## config.mk

```make
export PLATFORM = sky130hd
export DESIGN_NAME = sfp_accum_dump_flat
export DESIGN_NICKNAME = d
export VERILOG_FILES = /design/src/rtl/sfp_accum_dump_if.sv /design/src/rtl/sfp_accum_dump.sv /design/src/flat_wrapper.sv
export SDC_FILE = /design/constraint.sdc
export NUM_CORES = 1
export LEC_CHECK = 0
export CAP_MARGIN = 5
export CORE_MARGIN = 8
export CORE_UTILIZATION = 48
export CTS_CLUSTER_DIAMETER = 50
export CTS_CLUSTER_SIZE = 28
export DETAILED_ROUTE_END_ITERATION = 16
export PLACE_DENSITY = 0.83
export REMOVE_ABC_BUFFERS = 1
export SLEW_MARGIN = 20
export SYNTH_ARGS = -nofsm -noshare
export SYNTH_HDL_FRONTEND = slang
export SYNTH_SLANG_ARGS = --single-unit
```

## constraint.sdc

```tcl
create_clock -name clk -period 2.5 [get_ports clk]
set_clock_uncertainty 0.2 [all_clocks]
set_input_delay 0.375 -clock clk [delete_from_list [all_inputs] [get_ports clk]]
set_output_delay 0.375 -clock clk [all_outputs]
set_load 0.03 [all_outputs]
```

## src/rtl/sfp_accum_dump_if.sv

```systemverilog
// Sample-in / block-sum-out handshake bundle for the sfp integrate-and-dump accumulator.
// The master side is the producer/consumer pair around the block; the slave side is the accumulator.
interface sfp_accum_dump_if #(
  parameter int IN_W  = 8,
  parameter int OUT_W = 12
);
  logic signed [IN_W-1:0]  in_val;
  logic                    in_valid;
  logic                    in_ready;
  logic                    clear;
  logic signed [OUT_W-1:0] out_val;
  logic                    out_valid;
  logic                    out_ready;

  modport master (
    output in_val, in_valid, clear, out_ready,
    input  in_ready, out_val, out_valid
  );

  modport slave (
    input  in_val, in_valid, clear, out_ready,
    output in_ready, out_val, out_valid
  );
endinterface

```

## src/rtl/sfp_accum_dump.sv

```systemverilog
// Integrate-and-dump accumulator: sums exactly N accepted signed fixed-point samples at full
// precision and hands each block sum out through a registered valid/ready output.
module sfp_accum_dump #(
  parameter int N      = 16,
  parameter int IN_IW  = 2,
  parameter int IN_QW  = 6,
  parameter int OUT_IW = 6,
  parameter int OUT_QW = 6
) (
  input  logic               clk,
  input  logic               rst_n,
  sfp_accum_dump_if.slave    bus
);
  localparam int W_IN  = IN_IW + IN_QW;
  localparam int W_OUT = OUT_IW + OUT_QW;
  localparam int CNT_W = (N < 2) ? 1 : $clog2(N);
  localparam logic [CNT_W-1:0] CNT_LAST = CNT_W'(N - 1);

  if (N < 2) begin : g_bad_n
    $error("sfp_accum_dump: N must be at least 2");
  end
  if (OUT_IW != IN_IW + $clog2(N) || OUT_QW != IN_QW) begin : g_bad_w
    $error("Incorrect output word length for accumulate");
  end

  // Binary points already line up (equal fractional widths), so only the integer part grows.
  function automatic logic signed [W_OUT-1:0] sign_ext(input logic signed [W_IN-1:0] x);
    return {{(W_OUT - W_IN){x[W_IN-1]}}, x};
  endfunction

  logic signed [W_OUT-1:0] acc_p0;
  logic signed [W_OUT-1:0] in_ext_p0;
  logic signed [W_OUT-1:0] sum_p0;
  logic [CNT_W-1:0]        cnt_p0;
  logic signed [W_OUT-1:0] out_val_p1;
  logic                    vld_p1;
  logic                    last_p0;
  logic                    accept_p0;
  logic                    dump_p0;
  logic                    consume_p1;

  assign in_ext_p0  = sign_ext(bus.in_val);
  assign sum_p0     = acc_p0 + in_ext_p0;
  assign last_p0    = (cnt_p0 == CNT_LAST);
  // Only the block-closing sample stalls behind an unconsumed sum; earlier samples keep flowing.
  assign bus.in_ready = !bus.clear && !(last_p0 && vld_p1 && !bus.out_ready);
  assign accept_p0  = bus.in_valid && bus.in_ready;
  assign dump_p0    = accept_p0 && last_p0;
  assign consume_p1 = vld_p1 && bus.out_ready;

  // ---- stage p0: running sum and sample count ----
  always_ff @(posedge clk or negedge rst_n) begin
    if (!rst_n) begin
      acc_p0 <= '0;
      cnt_p0 <= '0;
    end else if (bus.clear || dump_p0) begin
      acc_p0 <= '0;
      cnt_p0 <= '0;
    end else if (accept_p0) begin
      acc_p0 <= sum_p0;
      cnt_p0 <= cnt_p0 + 1'b1;
    end
  end

  // ---- stage p1: held block sum; a dump coinciding with a consume reloads without a bubble ----
  always_ff @(posedge clk or negedge rst_n) begin
    if (!rst_n) begin
      out_val_p1 <= '0;
      vld_p1     <= 1'b0;
    end else if (dump_p0) begin
      out_val_p1 <= sum_p0;
      vld_p1     <= 1'b1;
    end else if (consume_p1) begin
      vld_p1     <= 1'b0;
    end
  end

  assign bus.out_val   = out_val_p1;
  assign bus.out_valid = vld_p1;
endmodule

```

## src/flat_wrapper.sv

```systemverilog
// flat-port wrapper written by rule: the top's interface ports become plain ports
module sfp_accum_dump_flat 
#(
  parameter int N      = 16,
  parameter int IN_IW  = 2,
  parameter int IN_QW  = 6,
  parameter int OUT_IW = 6,
  parameter int OUT_QW = 6
)
  (clk, rst_n, bus_in_val, bus_in_valid, bus_clear, bus_out_ready, bus_in_ready, bus_out_val, bus_out_valid);
  sfp_accum_dump_if bus_i ();
  input  logic clk;
  input  logic rst_n;
  input wire logic [$bits(bus_i.in_val)-1:0] bus_in_val;
  input wire logic [$bits(bus_i.in_valid)-1:0] bus_in_valid;
  input wire logic [$bits(bus_i.clear)-1:0] bus_clear;
  input wire logic [$bits(bus_i.out_ready)-1:0] bus_out_ready;
  output wire logic [$bits(bus_i.in_ready)-1:0] bus_in_ready;
  output wire logic [$bits(bus_i.out_val)-1:0] bus_out_val;
  output wire logic [$bits(bus_i.out_valid)-1:0] bus_out_valid;
  assign bus_i.in_val = bus_in_val;
  assign bus_i.in_valid = bus_in_valid;
  assign bus_i.clear = bus_clear;
  assign bus_i.out_ready = bus_out_ready;
  assign bus_in_ready = bus_i.in_ready;
  assign bus_out_val = bus_i.out_val;
  assign bus_out_valid = bus_i.out_valid;
  sfp_accum_dump #(.N(N), .IN_IW(IN_IW), .IN_QW(IN_QW), .OUT_IW(OUT_IW), .OUT_QW(OUT_QW)) u_core (.clk(clk), .rst_n(rst_n), .bus(bus_i));
endmodule
```

==> summary.json <==
{
  "height_of_the_die_um": 76.8,
  "regToRegSetupSlack_ps": 60,
  "final_antenna_net_count": 0,
  "crit_cells": 8,
  "power.switching_w": 0.000435,
  "cap_viol_max_count": 0,
  "fraction_of_the_yosys_area_taken_by_sequential_cells_pct": 40.9,
  "ranking_of_synthesized_cells_by_instance_count": "29 x sky130_fd_sc_hd__dfrtp_1, 16 x sky130_fd_sc_hd__nor2_1, 12 x sky130_fd_sc_hd__a21oi_1, 12 x sky130_fd_sc_hd__ha_1, 10 x sky130_fd_sc_hd__mux2_2",
  "worst_ep_arrival_time_ps": 2460,
  "gp_routability_congestion": 0.848,
  "grt_util_all_layers_pct": 16.0,
  "design_area_um2": 2560,
  "timing.final.hold_violations": 0,
  "postRouteWirelength_mm": 4.76,
  "yosys.cell_count.top_type": "sky130_fd_sc_hd__dfrtp_1",
  "power_density_nw_per_um2": 548,
  "fp.coreArea_um2": 3610,
  "critical_path_required_ps": 2520,
  "timing.final.max_slew_violations": 0,
  "start_util_pct": 49.2,
  "path_cells": "ha_4 -> fa_2 -> a21o_1 -> a21oi_2 -> o21ai_1 -> a221oi_2 -> mux2_4 -> o21ai_1",
  "yosysTopAreaCellShare_pct": 40.9,
  "clock-root-buffer": "sky130_fd_sc_hd__clkbuf_8",
  "num-nets-final": 268,
  "gr-usage-met3_pct": 4.43,
  "hold_path_class": "in -> async",
  "ctsLongestPathBuffers": 2,
  "run_status": "complete, no violations",
  "worstSetupPathType": "reg -> reg",
  "synthesis.yosys.warnings": 0,
  "p_int_w": 0.000967,
  "gr-max-usage-layer": "met2",
  "synth_area_um2": 1770,
  "grt_pass1_wl_mm": 7.62,
  "cts_made_buffers": 5,
  "clock_insertion_delay_worst_skew_ps": 290,
  "drt-wirelength-per-cell_um": 16.4,
  "insertedDiodeCount": 0,
  "io-pin-count": 27,
  "ys_async_sr_fraction_pct": 100,
  "synth.top_cells.by_area": "sky130_fd_sc_hd__dfrtp_1 41%, sky130_fd_sc_hd__ha_1 8.5%, sky130_fd_sc_hd__mux2_2 6.3%, sky130_fd_sc_hd__a21oi_1 3.4%, sky130_fd_sc_hd__nor2_1 3.4%",
  "worst_setup_path_start_kind": "register",
  "power.ir.vdd_worst_mv": 0.342,
  "grt_overflow": 0,
  "cpMostUsedCell": "sky130_fd_sc_hd__o21ai_1",
  "synth_cells": 172,
  "ys_ff_latch": 29,
  "cts_sinks": 29,
  "grt_antenna_before_repair": 0,
  "power.combinational.fraction_pct": 33.9,
  "via_count_of_the_first_global_routing_pass": 1717,
  "finalCritPeriodShare_pct": 97.8,
  "critical_path.reg2reg.endpoint": "u_core.acc_p0[10]$_DFFE_PN0P_",
  "regToRegStartpoint": "u_core.acc_p0[0]$_DFFE_PN0P_",
  "clk_transition_reported_paths_ps": 60,
  "post_synth_edffs": 0,
  "switching_share_pct": 31.0,
  "grt_util_met2_pct": 28.3,
  "postSynthAreaPerCell_um2": 10.3,
  "power.share.clock_pct": 28.3,
  "post_drt_via_cell_ratio": 5.68,
  "critPathMaxFanout": 2,
  "cts_hold_buf": 0,
  "largest_net_degree_at_the_start_of_global_routing": 30,
  "area_growth_syn_to_layout_pct": 44.1,
  "placementRows": 22,
  "endpoint_type_of_the_worst_setup_path": "register",
  "reg2regPathDepth": 8,
  "power.share.sequential_pct": 37.7,
  "drive_gt1_share_pct": 31.8,
  "critical_path.top_delay_family": "compound AO/OA/AOI/OAI gates",
  "detailroute.via_count": 1647,
  "drtIter0Drc": 116,
  "die-area_um2": 5900,
  "synthDistinctLibCells": 45,
  "placement.cell_area_um2": 2340,
  "timing.final.setup_violations": 0,
  "drc": 0,
  "timing.hold.ws_ps": 258,
  "grt_setup_unrepaired": "yes",
  "timing.final.crit_period_ps": 2440,
  "tightestPinTransition_ps": 368,
  "endpoint": "u_core.acc_p0[10]$_DFFE_PN0P_",
  "netlist.top_cell.by_area": "sky130_fd_sc_hd__dfrtp_1",
  "max_clock_freq_mhz": 409,
  "crit_buf_inv": 0,
  "port_buffers": 26,
  "dp.final_hpwl_mm": 3.28,
  "static_leakage_nw": 1.23,
  "tritoncts": "done",
  "critical_path.startpoint": "u_core.acc_p0[0]$_DFFE_PN0P_",
  "crit_path_top_delay_cell": "sky130_fd_sc_hd__dfrtp_1",
  "grt_util_met1_pct": 16.5,
  "critPathMaxStageDelay_ps": 410,
  "cts.htree.levels": 2,
  "timing.slew.headroom_pct": 74.8,
  "synth_top_flop_cell": "sky130_fd_sc_hd__dfrtp_1",
  "detailed_routing_iterations_pass_1": 4,
  "die_w_um": 76.8
}
-- per-stage QoR --
step	instances	TNS, ps	utilization [%]	setup slack [ps]	total power (W)
final	290	0	70.9	55.4	0.00140
after global routing	290	-58.3	70.9	-32.4	0.00147
after floorplan	169	-132	-	-49.4	0.000769
after CTS	287	0	69.4	17.3	0.00138
after detailed placement	277	-4840	64.9	-568	0.000950
after global placement	277	-4080	64.9	-501	0.000936
-- cell type report --
| cell class | count | area (um2) |
|---|---|---|
| inverter | 4 | 15.0 |
| clock buffer | 7 | 86.3 |
| fill | 256 | 1050 |
| sequential | 29 | 726 |
| timing repair buffer | 66 | 551 |
| multi-input combinational | 136 | 1120 |
| tap | 48 | 60.1 |
-- power groups by stage --
stage | clock, W | sequential [W] | combinational (W)
detailed placement | 0 | 0.000533 | 0.000417
floorplan | 0 | 0.000543 | 0.000226
finish | 0.000397 | 0.000529 | 0.000476
global route | 0.000417 | 0.000533 | 0.000517
CTS | 0.000401 | 0.000527 | 0.000454
global placement | 0 | 0.000531 | 0.000405
-- flip-flops by register name, summed over array words and instances (netlist names) --
| signal | count |
|---|---|
| u_core.cnt_p0 | 4 |
| u_core.bus.out_valid | 1 |
| u_core.acc_p0 | 12 |
| u_core.bus.out_val | 12 |
-- worst min path at each step --
stage,from,endpoint,slack (ps),depth (start not counted)
global route,rst_n,u_core.acc_p0[6]$_DFFE_PN0P_,310,2
global placement,u_core.acc_p0[5]$_DFFE_PN0P_,u_core.acc_p0[5]$_DFFE_PN0P_,290,1
floorplan,rst_n,u_core.acc_p0[0]$_DFFE_PN0P_,-120,0
detailed placement,u_core.acc_p0[5]$_DFFE_PN0P_,u_core.acc_p0[5]$_DFFE_PN0P_,290,1
CTS,rst_n,u_core.bus.out_val[6]$_DFFE_PN0P_,280,2
finish,rst_n,u_core.acc_p0[6]$_DFFE_PN0P_,260,2
-- metal layers --
| layer | up-vias | share of wire (%) | wire (um) |
|---|---|---|---|
| li1 | 783 | - | - |
| met1 | 796 | 38 | 1830 |
| met2 | 60 | 53 | 2520 |
| met3 | 8 | 6.9 | 330 |
| met4 | 0 | 1.7 | 80 |
| met5 | - | 0 | 0 |
-- cells in the final DEF, fill, tap and decap left out, drive strengths merged, types with 4 or more instances in the layout --
master         count
o21ai              8
dfrtp             29
xnor2              6
ha                12
a21oi             13
nand2b             5
dlygate4sd2        4
inv                4
nor2              16
buf               40
mux2              10
clkbuf             8
a22oi              5
nand2              8
a22o               6
clkdlybuf4s50     21
-- cells by family (layout without fill, tap and decap cells) --
group                    Yosys count  count (layout)  synth area share, %
flip-flops                        29              29                 40.9
AO/OA/AOI/OAI                     53              53                 21.7
XOR/XNOR                           9               9                 4.44
AND/OR/NAND/NOR                   49              49                 14.2
multiplexers                      12              12                 7.48
adder cells (fa/ha/maj)           13              13                 9.59
buffers and inverters              7              77                 1.69
-- repair_timing --
action / in CTS / in global routing
resized for setup: 18 / 8
buffers inserted: 3 / 3
endpoints found under the setup margin: 12 / 6
pin swaps: 15 / 12
No activity file was read; power rests on OpenSTA's default activity.
